--- config.mk ---
export PLATFORM = sky130hd
export DESIGN_NAME = var_pick_onehot
export DESIGN_NICKNAME = d
export VERILOG_FILES = /design/src/rtl/var_pick_onehot.sv
export SDC_FILE = /design/constraint.sdc
export NUM_CORES = 1
export LEC_CHECK = 0
export BUFFER_PORTS_ARGS = -buffer_cell sky130_fd_sc_hd__buf_2
export CORE_AREA = 2 2 71 73
export CTS_BUF_LIST = sky130_fd_sc_hd__clkbuf_16
export CTS_CLUSTER_DIAMETER = 120
export DETAILED_ROUTE_END_ITERATION = 12
export DIE_AREA = 0 0 73 75
export GPL_TIMING_DRIVEN = 0
export PLACE_DENSITY = 0.51
export SETUP_SLACK_MARGIN = 0.2
export SLEW_MARGIN = 20
export SYNTH_ARGS = -nofsm -noshare
export SYNTH_HDL_FRONTEND = slang
export SYNTH_SLANG_ARGS = --single-unit
--- constraint.sdc ---
create_clock -name clk -period 2.1 [get_ports clk]
set_input_delay 0 -clock clk [delete_from_list [all_inputs] [get_ports clk]]
set_output_delay 0 -clock clk [all_outputs]
set_load 0.02 [all_outputs]
--- src/rtl/var_pick_onehot.sv ---
// Round-robin free-variable picker: captures an unassigned mask on start and scans
// it one bit per cycle from just after the last pick, returning the winner one-hot.
module var_pick_onehot #(
  parameter int WIDTH   = 8,
  parameter int WIDTH_P = 3
) (
  input  logic             clk,
  input  logic             rst_n,
  input  logic             start_i,
  input  logic             ptr_clr_i,
  input  logic [WIDTH-1:0] unassigned_i,
  output logic             busy_o,
  output logic             done_o,
  output logic             found_o,
  output logic [WIDTH-1:0] onehot_o
);

  typedef enum logic [1:0] {
    IDLE = 2'd0,
    SCAN = 2'd1,
    DONE = 2'd2
  } state_t;

  localparam logic [WIDTH_P-1:0] PTR_RST = WIDTH_P'(WIDTH - 1);
  localparam logic [WIDTH-1:0]   ONE     = WIDTH'(1);

  state_t             state_r, state_nxt;
  logic [WIDTH-1:0]   mask_r;
  logic [WIDTH_P-1:0] ptr_r, cur_r, cnt_r, ptr_eff;
  logic               hit, last;

  assign hit  = mask_r[cur_r];
  assign last = (cnt_r == PTR_RST);
  // A same-cycle clear wins, so a clear+start scans from bit 0.
  assign ptr_eff = ptr_clr_i ? PTR_RST : ptr_r;

  always_ff @(posedge clk or negedge rst_n) begin
    if (!rst_n) state_r <= IDLE;
    else        state_r <= state_nxt;
  end

  always_comb begin
    state_nxt = state_r;
    case (state_r)
      IDLE:    if (start_i) state_nxt = SCAN;
      SCAN:    if (hit || last) state_nxt = DONE;
      DONE:    state_nxt = IDLE;
      default: state_nxt = IDLE;
    endcase
  end

  always_comb begin
    busy_o = (state_r == SCAN) || (state_r == DONE);
    done_o = (state_r == DONE);
  end

  always_ff @(posedge clk or negedge rst_n) begin
    if (!rst_n) begin
      mask_r   <= '0;
      ptr_r    <= PTR_RST;
      cur_r    <= '0;
      cnt_r    <= '0;
      onehot_o <= '0;
      found_o  <= 1'b0;
    end else begin
      case (state_r)
        IDLE: begin
          ptr_r <= ptr_eff;
          if (start_i) begin
            mask_r   <= unassigned_i;
            cur_r    <= ptr_eff + WIDTH_P'(1);
            cnt_r    <= '0;
            onehot_o <= '0;
            found_o  <= 1'b0;
          end
        end
        SCAN: begin
          if (hit) begin
            onehot_o <= ONE << cur_r;
            found_o  <= 1'b1;
            ptr_r    <= cur_r;
          end else if (last) begin
            onehot_o <= '0;
            found_o  <= 1'b0;
          end else begin
            cur_r <= cur_r + WIDTH_P'(1);
            cnt_r <= cnt_r + WIDTH_P'(1);
          end
        end
        default: ;
      endcase
    end
  end

endmodule

==> flow_summary_export.csv <==
group,metric,value,unit
placed_design,post-dp-hpwl,2.61,mm
grt,gr-total-overflow,0,
power,p_leak,0.00100,uW
die,rows,25,
finish,fin_util,0.464,
detailed_routing,drc,0,
yosys,synth_flop_cell,"dfrtp_1",
finish,seqCellArea,706,um^2
setup_path,crit_family,"flip-flops",
setup_path,worstPathArrival,2030,ps
sta,fin_skew,7.28,ps
yosys,synth_seq_area_share,0.448,
power,p_sw,1590,uW
die,die_area,0.00548,mm^2
die,core,0.00466,mm^2
clock_tree,clk_latency,270,ps
finish,stdcell_count,242,
setup_path,cp_cell_sequence,"inv_2 > ha_4 > buf_4 > nand2b_1 > o31a_1 > ha_4 > o21ai_1 > mux2_4 > nor2_4 > a211oi_2",
status,status,"finished clean",
grt,grt_pass1_wl,6.04,mm
setup_path,critPathMostFrequentCell,"ha_4",
setup_path,max_stage_delay,370,ps
detailed_routing,routed_wl,3.76,mm
yosys,synth.distinct_cells,45,
clock_tree,clk_pin_slew_worst_paths,70,ps
detailed_routing,ant_nets,0,
yosys,synthTopCellsByArea,"dfrtp_1 (40%), mux2_2 (7.9%), dfstp_2 (5.0%)",
placed_design,finalWeightedCongestion,0.781,
setup_path,r2r_slack,220,ps
placed_design,numPortBuffers,21,
sta,finalCritPeriodShare,0.897,
sta,hold_viol_final,0,
finish,area_delta_synth_final,37.6,%
clock_tree,clock-sinks,28,
finish,nets,207,
power,pwr-share-comb,0.637,
yosys,ys_seq_elements,28,
yosys,synth.top_cell.area_share,0.398,
setup_path,path_buf_inv,2,
sta,worst_slew_pin_slew,637,ps
clock_tree,htree_levels,1,
finish,multi_input_area,915,um^2
detailed_routing,drt_pass1_iterations,4,
yosys,synth_area_per_cell,11.0,um^2
power,p_sw_frac,0.415,
yosys,postSynthCellCount,143,
grt,grt_max_degree,29,
yosys,syn_area,0.00157,mm^2
power,vdd_drop_max,0.000886,V
finish,n_fill_cell,426,
die,io_pins,23,
die,die_w,73,um
yosys,async_flop_share,1.00,
setup_path,cpMaxStageDelayCell,"dfrtp_1",
detailed_routing,via_count,1295,
power,pwr_density_cell,1770,mW/mm^2
detailed_routing,dr.first_iter.drc_count,81,
sta,min_period,1880,ps
placed_design,dp.cells,218,
yosys,synth_nets,161,
setup_path,worstSetupPathType,"reg2reg",
sta,timing.slew.headroom,0.576,
power,p_seq_frac,0.248,
power,internal_power,2240,uW
sta,rsz0062_at_grt,"yes",
clock_tree,root_buffer,"clkbuf_16",
finish,final_layout_size_suffix_gt1_frac,0.431,
yosys,synth_edf_count,0,
clock_tree,clockBufferDepth,2,
die,initial_core_util,0.337,
die,die_h,75,um
setup_path,crit_fanout,5,
yosys,yosysWarnings,0,
power,total_power,3830,uW
clock_tree,cts_buffers,3,
sta,drv_slew,0,
setup_path,cp-start-kind,"flop",
sta,fmax,531,MHz
finish,num_antenna_cells,0,
sta,finalSetupViolations,0,
clock_tree,cts_tree,"built",
run,max_cap_viol_count,0,
power,p_clk_frac,0.115,
yosys,yosysTopAreaCell,"dfrtp_1",
worst_hold_path,hp-class,"in2reg",
sta,tns,0,ps
detailed_routing,post_drt_wl_per_cell,15.5,um
detailed_routing,viasPerCell,5.35,
grt,track_usage,0.144,
grt,grt_pass1_vias,1228,
grt,antenna_found_initial,0,
setup_path,cp-end-kind,"flop",
setup_path,cp.required,2250,ps
metrics by stage:
step	hold slack, ps	setup WS [ps]	area, um^2
finish	48.8	216	2160
global route	74.5	145	2160
CTS	34.8	159	2000
detailed placement	64.8	-21.4	1770
global placement	55.1	9.14	1770
floorplan	-296	203	1600
flip-flops by register name (all words and copies together) (netlist names):
register  cells
cnt_r         3
cur_r         3
found_o       1
mask_r        8
onehot_o      8
ptr_r         3
state_r       2
per-layer routing:
layer  vias to the layer above  part of all wire  track usage
met5                         -                 0            0
met3                         2             0.034       0.0335
met1                       635              0.47        0.190
met4                         0            0.0045       0.0453
li1                        630                 -            -
met2                        28              0.49        0.235
path summary, 6_finish.rpt:
kind | start | end | cells past startpoint
max | state_r[1]$_DFFE_PN0P_ | cur_r[2]$_DFFE_PN0P_ | 10
min | start_i | found_o$_DFFE_PN0P_ | 3
max reg2reg | state_r[1]$_DFFE_PN0P_ | cur_r[2]$_DFFE_PN0P_ | 10
min reg2reg | onehot_o[1]$_DFFE_PN0P_ | onehot_o[1]$_DFFE_PN0P_ | 1
max in group asynchronous | rst_n | cur_r[1]$_DFFE_PN0P_ | 2
min in group asynchronous | rst_n | state_r[1]$_DFFE_PN0P_ | 2
cells in the mapped netlist (2+ instances only):
master	n
o21ai_0	5
clkbuf_1	3
nor2b_1	4
a21o_1	2
a31oi_1	3
inv_1	4
dfstp_2	3
o2bb2ai_1	4
buf_2	3
a21oi_1	8
mux2i_1	3
a22o_1	2
dfrtp_1	25
nand2b_1	2
o221ai_1	2
mux2_4	3
a22oi_1	2
a31o_2	2
mux2_2	11
nand4_1	4
nand2_1	6
nand3_1	3
ha_1	6
nor2_1	9
nor3_1	2
a211oi_1	3
final cells by class:
class | count | area share
multi-input cells | 101 | 0.423
flip-flops and latches | 28 | 0.326
repair buffers | 41 | 0.128
plain buffers | 9 | 0.0468
clock buffers | 3 | 0.0347
well taps | 54 | 0.0312
inverters | 5 | 0.00867
clock inverters | 1 | 0.00173
cells in the final DEF, fill, tap and decap left out, drive strengths merged:
cell type	instances
o221ai	2
dfrtp	25
or2	1
nor3	2
dlygate4sd3	9
o2bb2ai	4
nand2	6
a22o	3
and2	2
a211oi	4
mux2	14
a41o	1
clkbuf	5
o22a	1
dfstp	3
a22oi	2
a21oi	8
a222oi	1
mux2i	3
a21o	2
mux4	1
nor2b	4
ha	6
a311oi	1
nor2	9
nand3	3
clkinv	1
o41ai	1
nand2b	2
a31o	2
inv	5
o311ai	1
a31oi	3
nand4	4
o21ai	6
o211a	1
o31a	1
buf	39
cells by family (layout without fill, tap and decap cells):
kind of cell             count (synthesis)  after routing  synth area share
flip-flops                              28             28             0.448
buffers and inverters                   14             59            0.0430
AND/OR/NAND/NOR                         33             33             0.104
multiplexers                            18             18             0.143
AO/OA/AOI/OAI                           44             44             0.214
adder cells (fa/ha/maj)                  6              6            0.0477
power by group through the flow:
stage                     Clock (uW)  Combinational [uW]  Sequential [uW]
after global placement             0                1840              926
final                            440                2440              951
after detailed placement           0                1860              943
after CTS                        461                2030              932
after global routing             473                2640              985
after floorplan                    0                1410              972
worst min-delay path, delay by kind of cell:
| family | cells | cell delay, ps |
|---|---|---|
| buffers and inverters | 1 | 140 |
| AND/OR/NAND/NOR | 2 | 130 |
what timing repair did:
item / in CTS / in global routing
resized for setup: 12 / 27
pin swaps: 2 / 5
buffers inserted: 3 / 7
cloned: 0 / 1
hold buffers: 9 / 0
endpoints found under the hold margin: 33 / 0
endpoints found under the setup margin: 19 / 18
(Power assumes the default switching activity.)
